[config.mk]
export PLATFORM = sky130hd
export DESIGN_NAME = alu_result_stage
export DESIGN_NICKNAME = d
export VERILOG_FILES = /design/src/rtl/alu_pkg.sv /design/src/rtl/alu_result_stage_fifo.sv /design/src/rtl/alu_result_stage.sv
export SDC_FILE = /design/constraint.sdc
export NUM_CORES = 1
export LEC_CHECK = 0
export ABC_AREA = 1
export CORE_MARGIN = 10
export CORE_UTILIZATION = 25
export CTS_BUF_LIST = sky130_fd_sc_hd__clkbuf_16
export DETAILED_ROUTE_END_ITERATION = 7
export HOLD_SLACK_MARGIN = 0.08
export PLACE_DENSITY_LB_ADDON = 0.2
export SYNTH_ARGS = -nofsm -noshare
export SYNTH_HDL_FRONTEND = slang
export SYNTH_SLANG_ARGS = --single-unit
[constraint.sdc]
create_clock -name clk -period 2 [get_ports clk]
set_input_delay 0.4 -clock clk [delete_from_list [all_inputs] [get_ports clk]]
set_output_delay 0.4 -clock clk [all_outputs]
set_load 0.005 [all_outputs]
[src/rtl/alu_pkg.sv]
// Shared definitions for the ALU datapath: op codes, widths and the result FIFO entry.
package alu_pkg;

    localparam int ALU_W     = 16;
    localparam int REG_IDX_W = 3;

    localparam logic [2:0] OP_AND = 3'd0;
    localparam logic [2:0] OP_OR  = 3'd1;
    localparam logic [2:0] OP_NOR = 3'd2;
    localparam logic [2:0] OP_ADD = 3'd3;
    localparam logic [2:0] OP_SUB = 3'd4;
    localparam logic [2:0] OP_SLT = 3'd5;

    typedef struct packed {
        logic [ALU_W-1:0]     r;
        logic                 zero;
        logic [REG_IDX_W-1:0] dest;
    } fifo_entry_t;

    // Only signed add/subtract can raise an overflow trap.
    function automatic logic is_arith(input logic [2:0] op);
        return (op == OP_ADD) || (op == OP_SUB);
    endfunction

endpackage

[src/rtl/alu_result_stage_fifo.sv]
// Small power-of-two FIFO with wrap-bit pointers and a registered ready flag.
module result_fifo #(
    parameter int DEPTH = 2,
    parameter int EW    = 20
) (
    input  logic          clk,
    input  logic          rst_n,
    input  logic          push,
    input  logic          pop,
    input  logic [EW-1:0] wdata,
    output logic [EW-1:0] rdata,
    output logic          empty,
    output logic          ready
);

    localparam int AW = $clog2(DEPTH);
    localparam int PW = AW + 1;

    logic [EW-1:0] mem [DEPTH];
    logic [PW-1:0] wptr;
    logic [PW-1:0] rptr;
    logic [PW-1:0] wptr_nxt;
    logic [PW-1:0] rptr_nxt;
    logic          full;
    logic          full_nxt;
    logic          push_ok;
    logic          pop_ok;

    assign empty    = (wptr == rptr);
    assign full     = (wptr[PW-1] != rptr[PW-1]) && (wptr[AW-1:0] == rptr[AW-1:0]);
    assign push_ok  = push && !full;
    assign pop_ok   = pop && !empty;
    assign wptr_nxt = wptr + {{(PW-1){1'b0}}, push_ok};
    assign rptr_nxt = rptr + {{(PW-1){1'b0}}, pop_ok};
    assign full_nxt = (wptr_nxt[PW-1] != rptr_nxt[PW-1]) &&
                      (wptr_nxt[AW-1:0] == rptr_nxt[AW-1:0]);

    // The head reads as zero whenever nothing is queued.
    assign rdata = empty ? '0 : mem[rptr[AW-1:0]];

    always_ff @(posedge clk or negedge rst_n) begin
        if (!rst_n) begin
            wptr  <= '0;
            rptr  <= '0;
            ready <= 1'b0;
        end else begin
            wptr  <= wptr_nxt;
            rptr  <= rptr_nxt;
            ready <= !full_nxt;
        end
    end

    always_ff @(posedge clk) begin
        if (push_ok) begin
            mem[wptr[AW-1:0]] <= wdata;
        end
    end

endmodule

[src/rtl/alu_result_stage.sv]
// ALU result buffer with valid/ready writeback and overflow trapping.
// Trapping is enabled by defining ALU_OVFL_TRAP_EN; otherwise every entry is queued.
module alu_result_stage
    import alu_pkg::*;
#(
    parameter int WIDTH = ALU_W,
    parameter int DEPTH = 2,
    parameter int CNT_W = 8
) (
    input  logic                 clk,
    input  logic                 rst_n,
    input  logic                 in_valid,
    output logic                 in_ready,
    input  logic [WIDTH-1:0]     in_r,
    input  logic                 in_zero,
    input  logic                 in_ovfl,
    input  logic [2:0]           in_op,
    input  logic [REG_IDX_W-1:0] in_dest,
    output logic                 out_valid,
    input  logic                 out_ready,
    output logic [WIDTH-1:0]     out_r,
    output logic                 out_zero,
    output logic [REG_IDX_W-1:0] out_dest,
    output logic                 trap_pulse,
    output logic                 trap_sticky,
    output logic [WIDTH-1:0]     trap_r,
    output logic [REG_IDX_W-1:0] trap_dest,
    output logic [CNT_W-1:0]     trap_cnt,
    input  logic                 trap_clr
);

    localparam int EW = WIDTH + 1 + REG_IDX_W;

    logic             accept;
    logic             pop;
    logic             push;
    logic             trap;
    logic             fifo_empty;
    logic [WIDTH-1:0] r_masked;
    logic [EW-1:0]    wdata;
    logic [EW-1:0]    rdata;

    assign accept = in_valid && in_ready;
    assign pop    = out_valid && out_ready;
    assign push   = accept && !trap;

    // SLT only produces a boolean, so everything above bit 0 is cleared.
    assign r_masked = (in_op == OP_SLT) ? {{(WIDTH-1){1'b0}}, in_r[0]} : in_r;
    assign wdata    = {r_masked, in_zero, in_dest};

    result_fifo #(
        .DEPTH (DEPTH),
        .EW    (EW)
    ) u_fifo (
        .clk   (clk),
        .rst_n (rst_n),
        .push  (push),
        .pop   (pop),
        .wdata (wdata),
        .rdata (rdata),
        .empty (fifo_empty),
        .ready (in_ready)
    );

    assign out_valid                    = !fifo_empty;
    assign {out_r, out_zero, out_dest}  = rdata;

`ifdef ALU_OVFL_TRAP_EN
    assign trap = accept && in_ovfl && is_arith(in_op);

    // A trap in the same cycle as trap_clr keeps the sticky bit set.
    always_ff @(posedge clk or negedge rst_n) begin
        if (!rst_n) begin
            trap_pulse  <= 1'b0;
            trap_sticky <= 1'b0;
            trap_r      <= '0;
            trap_dest   <= '0;
            trap_cnt    <= '0;
        end else begin
            trap_pulse <= trap;
            if (trap) begin
                trap_sticky <= 1'b1;
                trap_r      <= in_r;
                trap_dest   <= in_dest;
                if (trap_cnt != {CNT_W{1'b1}}) begin
                    trap_cnt <= trap_cnt + CNT_W'(1);
                end
            end else if (trap_clr) begin
                trap_sticky <= 1'b0;
            end
        end
    end
`else
    logic unused_trap_inputs;

    assign trap               = 1'b0;
    assign trap_pulse         = 1'b0;
    assign trap_sticky        = 1'b0;
    assign trap_r             = '0;
    assign trap_dest          = '0;
    assign trap_cnt           = '0;
    assign unused_trap_inputs = &{1'b0, in_ovfl, trap_clr};
`endif

endmodule

== Word-level counts from Yosys, hierarchy flattened ==
Memories as Yosys holds them, arrays and structs flattened.
Index checks and enable logic that the tools add are counted.
Word-level totals
  register bits: 5
  memories kept: 1
  input bits: 29
  output and inout bits: 51
  memory bits (writable): 40
  logic and storage cells: 25
Memory list
  u_fifo.mem: depth 2, bits a word 20, rd ports 1, clocked after memory_dff 0, wr ports 1, line alu_result_stage_fifo.sv:19  | logic [EW-1:0] mem [DEPTH];
Cells by class
  add/subtract/negate cells: 2
  eq/ne operators: 6
  reductions and logical operators: 9
  mux-type cells: 4
Operators by type and width (number)
  $mux W20: 1
  $mux W16: 1
  $logic_and A1 B1 Y1: 6
  $add A2 B1 Y2: 2
  $eq A3 B3 Y1 const B: 1
  $logic_not A1 Y1: 3
  $eq A1 B1 Y1: 2
  $eq A2 B2 Y1: 1
  $mux W1: 2
  $ne A1 B1 Y1: 2

== Depth between registers and ports, before layout ==
Gate-level depths: netlist of run 1.
  depth after elaboration: 8
  depth in mapped cells: 11
  mapped depth without buffers: 10

== Modules after synthesis ==
Synthesis of run 1 repeated with hierarchy kept, for this count alone.
Unflattened totals
  cell total of the unflattened synthesis: 238
  area total of the unflattened synthesis: 2306.0 sq um
By module, submodules not included
  result_fifo: sequential area each 1326.3 sq um, instances 1, cells each 170, area an instance 1924.3 sq um
  alu_result_stage: sequential area each 0.0 sq um, instances 1, cells each 68, area an instance 381.6 sq um

== Least setup slack after synthesis of run 1 ==
Ideal clock, no wire load.
  path kind: register -> register
  start: reg u_fifo.rptr[0]
  end: reg u_fifo.ready
  stages on the path, launching flop included: 12
  setup slack: -50 ps
  data required time: 1874 ps
  setup time: 126 ps
  period minus slack after synthesis: 2050 ps
  arrival time: 1925 ps
  path buffers: 1
  cell sequence: dfrtp_1 -> inv_2 -> nand2_1 -> nand2_1 -> buf_4 -> a21oi_2 -> ha_1 -> inv_1 -> nand2_1 -> nand2_1 -> nand2_1 -> nand3_1
On the way
  cells in the longest elaborated chain, start to end: 8
  elaborated cells between the ends (all ways): 14
  those cells by class: 2 x add/sub; 4 x eq/ne; 8 x reduce/logical
RTL lines
  start: declaration: line alu_result_stage_fifo.sv:21  | logic [PW-1:0] rptr;
  start signal: assignment: line alu_result_stage_fifo.sv:48  | rptr <= rptr_nxt;
  $eq A1 B1 Y1: line alu_result_stage_fifo.sv:30  | assign full = (wptr[PW-1] != rptr[PW-1]) && (wptr[AW-1:0] == rptr[AW-1:0]);
  $logic_and A1 B1 Y1: line alu_result_stage_fifo.sv:30
  $logic_not A1 Y1: line alu_result_stage_fifo.sv:31  | assign push_ok = push && !full;
  $logic_and A1 B1 Y1: line alu_result_stage_fifo.sv:31
  $add A2 B1 Y2: line alu_result_stage_fifo.sv:33  | assign wptr_nxt = wptr + {{(PW-1){1'b0}}, push_ok};
  named net u_fifo.wptr_nxt[1]: line alu_result_stage_fifo.sv:22  | logic [PW-1:0] wptr_nxt;
  $ne A1 B1 Y1: line alu_result_stage_fifo.sv:35  | assign full_nxt = (wptr_nxt[PW-1] != rptr_nxt[PW-1]) &&
  $logic_and A1 B1 Y1: line alu_result_stage_fifo.sv:35
  $logic_not A1 Y1: line alu_result_stage_fifo.sv:49  | ready <= !full_nxt;
  end signal: assignment: line alu_result_stage_fifo.sv:49
  end: declaration: line alu_result_stage_fifo.sv:13  | output logic ready
The timed path passes the listed nets, and every way through them passes these cells.

== Worst setup path in the final report of run 1 ==
  start: reg u_fifo.wptr[1]
  end: out out_r[14]
On the way
  cells in the longest elaborated chain, start to end: 2
RTL lines
  start: declaration: line alu_result_stage_fifo.sv:20  | logic [PW-1:0] wptr;
  start signal: assignment: line alu_result_stage_fifo.sv:47  | wptr <= wptr_nxt;
  $eq A2 B2 Y1: line alu_result_stage_fifo.sv:29  | assign empty = (wptr == rptr);
  $mux W20: line alu_result_stage_fifo.sv:39  | assign rdata = empty ? '0 : mem[rptr[AW-1:0]];
  end: declaration: line alu_result_stage.sv:21  | output logic [WIDTH-1:0] out_r,
Every way passes these cells.

==> run metrics, run 1 <==
outcome=finished, final reports clean; max_cap viols=0; Final TNS setup=0 ns; Cell variety after synth=18; drt total wl=5380 um; router iterations before antenna repair=4; most instantiated library cell after synthesis=nand2_1; Vias=1642; Hold/Removal Path Class=primary input to async pin; Post-Layout Cell Count=440; Synth area leaders=edfxtp_1, nand2_1, buf_4; sequential share of the synthesized area=between 50 and 60%; initial antenna violation count=0; CTS tree=yes; RSZ-0062 raised after global routing=true; synthesized netlist cell count=234; Final Hold Viols=0; global-route usage over all layers=under 10%; via/cell ratio=roughly 3.7; type of the worst setup path=register to primary output; first-pass GRT wire length=8400 um; min cycle time layout=1.93 ns; I/O pin count=80; Syn Std Cell Area=2370 sq um; met3 usage=3.21%; share of cells above drive strength 1=24.1%; worst-skew pair later-pin latency=roughly 0.28 ns; Setup violations, final=0; final period utilization=96.6%; Yosys warnings=0; Tot Pwr=approximately 5.5 mW; final instance area=between 3000 and 4000 sq um; Slew Viols, Final=0; crit start category=register; DR WL/cell=12.2 um; Die X=117 um; Reg2Reg Depth=11; CTS Buffer Depth=2; CTS buffer count=5; share of the synthesized area in the top cell type=50.7%; Async S/R FF share, synth=11.1%; peak supply drop=0.568 mV; Worst Setup End Kind=primary output; Reg clk slew, reported paths=~0.06 ns; most frequent cells after synthesis=nand2_1, edfxtp_1, buf_4, inv_1, a21oi_2; GRT overflow=0; worst-path maximum fanout=5; Root Buffer=clkbuf_16; Antenna Nets Post-Route=0; Initial Util=25.7%; Synth-to-Final Area Change=41.6%; GP Congestion=about 0.7; Leak Pwr=1.43 nW; vias in the first global route=1645; Antenna diodes=0; Final #Nets=342; die area=between 10000 and 15000 sq um; Rows=35; Placed Cells incl. Taps=420; Final HPWL DP=3990 um; 1st-iter DRT viols=51; number of flops mapped to enable cells by yosys=40; DP Area=~3000 sq um; pwr dens=1630 nW/um^2; global-route met2 utilization=12.8%; PortBufs=48; clock sink total=45; WP data required=1.60 ns; die height=117 um; # DRC=0; cell accounting for the most synthesized area=edfxtp_1; largest net degree at the start of global routing=19; Post-Route Skew=0.00405 ns; #FFs+latches synth=45; final core utilization=36.3%; GRT met1 Usage=8.19%; Fmax=approximately 520 MHz; worst path arrival time=1.53 ns; Core Region=9240 sq um; htree depth=2; syn avg cell area=10.1 sq um; ys flop type=edfxtp_1; most crowded layer after global routing=met2
[state kept, by name (all words and copies together) (netlist names)]
name          cells
u_fifo.mem       40
u_fifo.rptr       2
u_fifo.wptr       2
u_fifo.ready      1
[power breakdown]
| group | internal [mW] | total, mW | switching (mW) |
|---|---|---|---|
| registers | 1.32 | 1.42 | 0.0955 |
| logic | 1.66 | 3.14 | 1.48 |
| clock network | 0.582 | 0.902 | 0.320 |
| total | 3.56 | 5.46 | 1.90 |
[cell families after synthesis]
kind of cell / Yosys count / share of synthesized area, %
compound gates: 22 / 7.81
flops: 45 / 55.9
simple gates: 100 / 18.0
fa+ha+maj: 3 / 1.58
xor+xnor: 2 / 1.06
buf+inv: 61 / 15.5
other cells: 1 / 0.158
[per-stage QoR]
stage          setup WS [ns]  hold slack [ns]
2_1_floorplan         0.0941            0.104
3_3_place_gp         -0.0251            0.648
3_5_place_dp         -0.0505            0.652
4_1_cts               -0.196            0.351
5_1_grt             -0.00784            0.359
6_report              0.0690            0.340
[worst paths after layout]
kind | from | endpoint | slack [ns]
max reg2reg | u_fifo.wptr[1] | u_fifo.ready | 0.22
min in group clk | in_dest[0] | u_fifo.mem[0][0] | 0.70
min | rst_n | u_fifo.ready | 0.34
max in group asynchronous | rst_n | u_fifo.wptr[1] | 1.45
min reg2reg | u_fifo.wptr[1] | u_fifo.wptr[1] | 0.72
max | u_fifo.wptr[1] | out_r[14] | 0.07
[what timing repair did]
item / in CTS / in global routing
cloned: 0 / 2
pin swaps: 1 / 1
hold buffers: 0 / 0
gates resized for setup: 26 / 39
endpoints found under the setup margin: 21 / 19
buffers inserted: 4 / 6
[critical path, stage by stage, from the launching register on]
cell	delay [ns]
dfrtp_2	0.44
xnor2_4	0.15
buf_12	0.14
buf_4	0.16
a21oi_2	0.11
dlygate4sd2_1	0.24
[area by class of cell]
type	instances	area, sq um
Clock buffer	5	125
Multi-Input combinational cell	156	811
Timing Repair Buffer	79	803
Tap cell	129	161
Sequential cell	45	1330
Clock inverter	3	38.8
Inverter	23	88.8
Fill cell	914	5880
[cells in the final DEF, fill, tap and decap left out, drive strengths merged, types with 5 or more instances in the layout]
master / count
a21oi: 22
clkbuf: 14
nor2: 16
dlygate4sd2: 6
conb: 29
clkdlybuf4s50: 27
nand2: 63
dfrtp: 5
inv: 24
and2: 20
buf: 31
edfxtp: 40
clkdlybuf4s15: 5
[metal layers]
metal | part of all wire, % | vias up
li1 | - | 837
met1 | 40 | 745
met2 | 50 | 54
met3 | 8.7 | 6
met4 | 0.76 | 0
met5 | 0 | -
No activity file was read; power rests on OpenSTA's default activity.
==> run 2: changes to the inputs <==
- CORE_UTILIZATION: 25 -> 41
- GPL_TIMING_DRIVEN: default -> 0
- RECOVER_POWER: default -> 50
==> run metrics, run 2 (synthesis results as in run 1) <==
Slowest-stage cell, CP=dfrtp_2 (unchanged); Reg clk slew, reported paths=0.06 ns (about the same); global-route usage over all layers=11.0% (was 7.46%); Pint=3.34 mW (was 3.56 mW); die height=96.0 um (was 117 um); Vias=1656 (was 1642); initial antenna violation count=0 (unchanged); Synth-to-Final Area Change=42.5% (was 41.6%); most crowded layer after global routing=met2 (unchanged); drt total wl=5190 um (was 5380 um); Hold/Removal Path Class=primary input to async pin (unchanged); worst path arrival time=1.54 ns (was 1.53 ns); Post-Route Skew=0.00518 ns (was 0.00405 ns); Slew headroom=about two thirds; switching share of power=36.3% (was 34.7%); met3 usage=6.23% (was 3.21%); router iterations before antenna repair=4 (unchanged); type of the worst setup path=register to primary output (unchanged); CP Cell Sequence=nand2_1, nand2_4, buf_12, a21oi_2, dlygate4sd2_1 (was xnor2_4, buf_12, buf_4, a21oi_2, dlygate4sd2_1); pwr dens=1550 nW/um^2 (was 1630 nW/um^2); largest net degree at the start of global routing=24 (was 19); worst-skew pair later-pin latency=0.28 ns (about the same); Final Hold Viols=0 (unchanged); htree depth=2 (unchanged); CTS tree=yes (unchanged); Final #Nets=357 (was 342); max_cap viols=0 (unchanged); Setup violations, final=0 (unchanged); DP Area=3050 sq um (was 3040 sq um); NetSw=1.90 mW (about the same); max reg flops=40 (unchanged); Root Buffer=clkbuf_16 (unchanged); first-pass GRT wire length=7870 um (was 8400 um); Fmax=514 MHz (was 518 MHz); WP data required=1.60 ns (about the same); final period utilization=97.2% (was 96.6%); Antenna diodes=0 (unchanged); Leak Pwr=1.48 nW (was 1.43 nW); via/cell ratio=4.16 (was 3.73); Final HPWL DP=3590 um (was 3990 um); GP Congestion=0.673 (was 0.697); 1st-iter DRT viols=58 (was 51); CTS buffer count=5 (unchanged); Tot Pwr=5.24 mW (was 5.46 mW); GRT overflow=0 (unchanged); Post-Layout Cell Count=398 (was 440); Worst Setup End Kind=primary output (unchanged); clock sink total=45 (unchanged); outcome=finished, final reports clean (unchanged); Slew Viols, Final=0 (unchanged); die area=9220 sq um (was 13800 sq um); # DRC=0 (unchanged); sequential power share=27.5% (was 25.9%); share of cells above drive strength 1=26.1% (was 24.1%); GRT met1 Usage=11.9% (was 8.19%); Antenna Nets Post-Route=0 (unchanged); Core Region=5570 sq um (was 9240 sq um); CP max stage delay=0.46 ns (was 0.44 ns); CTS Buffer Depth=2 (unchanged); Final TNS setup=0 ns (unchanged); Die X=96.0 um (was 117 um); power share of the clock group=17.7% (was 16.5%); PortBufs=48 (unchanged); vias in the first global route=1639 (was 1645); crit start category=register (unchanged); DR WL/cell=13.0 um (was 12.2 um); Placed Cells incl. Taps=382 (was 420); I/O pin count=80 (unchanged); CP top delay family=flip-flops (was buffers and inverters); global-route met2 utilization=18.5% (was 12.8%); peak supply drop=0.929 mV (was 0.568 mV); Initial Util=42.5% (was 25.7%); worst path buffer plus inverter count=2 (was 3); worst-path maximum fanout=10 (was 5); Rows=27 (was 35); min cycle time layout=1.94 ns (was 1.93 ns); final instance area=3380 sq um (was 3360 sq um); worst-margin pin slew=0.505 ns; most common cell after layout, fill and taps aside=nand2_1 (unchanged); Combinational Power Share=54.8% (was 57.5%); most frequent cells in the layout=nand2_1, edfxtp_1, buf_4 (was nand2_1, edfxtp_1, conb_1)
run 2: cell count changes in the layout (fill, tap and decap cells not counted), moves of 3 or more:
cell / previous run / this run
clkbuf_2: 7 / 2
clkdlybuf4s15_1: 5 / 8
buf_12: 6 / 3
buf_4: 17 / 36
dlygate4sd2_1: 6 / 11
dlygate4sd3_1: 0 / 8
clkdlybuf4s50_1: 27 / 19
run 2: final cells by class:
class / count / area, sq um
Clock inverter: 3 / 46.3
Sequential cell: 45 / 1330
Clock buffer: 5 / 125
Multi-Input combinational cell: 156 / 837
Tap cell: 72 / 90.1
Buffer: 38 / 325
Timing Repair Buffer: 56 / 537
Fill cell: 493 / 2190
Inverter: 23 / 88.8
run 2: what timing repair did:
item                                    CTS  global route
setup buffers                             3             5
resized for setup                        43            17
hold buffers                              0             0
pin swaps                                 1             2
endpoints found under the setup margin   63            41
run 2: worst paths after layout:
path / startpoint / end / slack, ns / depth (start not counted)
max in group asynchronous: rst_n / u_fifo.rptr[0] / 1.36 / 1
min in group clk: u_fifo.rptr[1] / u_fifo.rptr[1] / 0.62 / 2
setup / recovery: u_fifo.rptr[0] / out_r[3] / 0.06 / 5
hold / removal: rst_n / u_fifo.wptr[0] / 0.42 / 1
hold reg to reg: u_fifo.rptr[1] / u_fifo.rptr[1] / 0.62 / 2
setup reg to reg: u_fifo.rptr[0] / u_fifo.mem[1][12] / 0.14 / 6
run 2: worst reg2reg max path: cells and delay by family (launching register included):
family | cells | cell delay, ns
buffers and inverters | 2 | 0.36
flip-flops | 1 | 0.46
AND/OR/NAND/NOR | 2 | 0.23
adder cells (fa/ha/maj) | 1 | 0.30
AO/OA/AOI/OAI | 1 | 0.22
run 2: power groups by stage:
stage               sequential, mW  combinational, mW  clock (mW)
floorplan                     1.42               1.48           0
global placement              1.43               2.53           0
detailed placement            1.44               2.56           0
CTS                           1.44               2.65       0.942
global route                  1.46               3.17       0.997
finish                        1.44               2.87       0.927
run 2: per-layer routing:
metal	share of wire, %	wire length, um	vias to the layer above
met3	11	595	4
met1	40	2060	735
met2	48	2500	53
li1	-	-	864
met4	0.79	41	0
met5	0	0	-
run 2: stage by stage:
stage	hold WS [ns]	worst slack, ns	utilization, %
6_report	0.417	0.0553	60.6
5_1_grt	0.429	-0.0105	60.6
4_1_cts	0.352	0.00334	59.2
3_5_place_dp	0.618	-0.319	54.7
3_3_place_gp	0.602	-0.316	54.7
2_1_floorplan	0.104	0.0941	-
==> run 3: changes to the inputs <==
- GPL_ROUTABILITY_DRIVEN: default -> 0
- SLEW_MARGIN: default -> 20
==> results of run 3 <==
Final layout, timing and power as in run 2 (identical DEF).
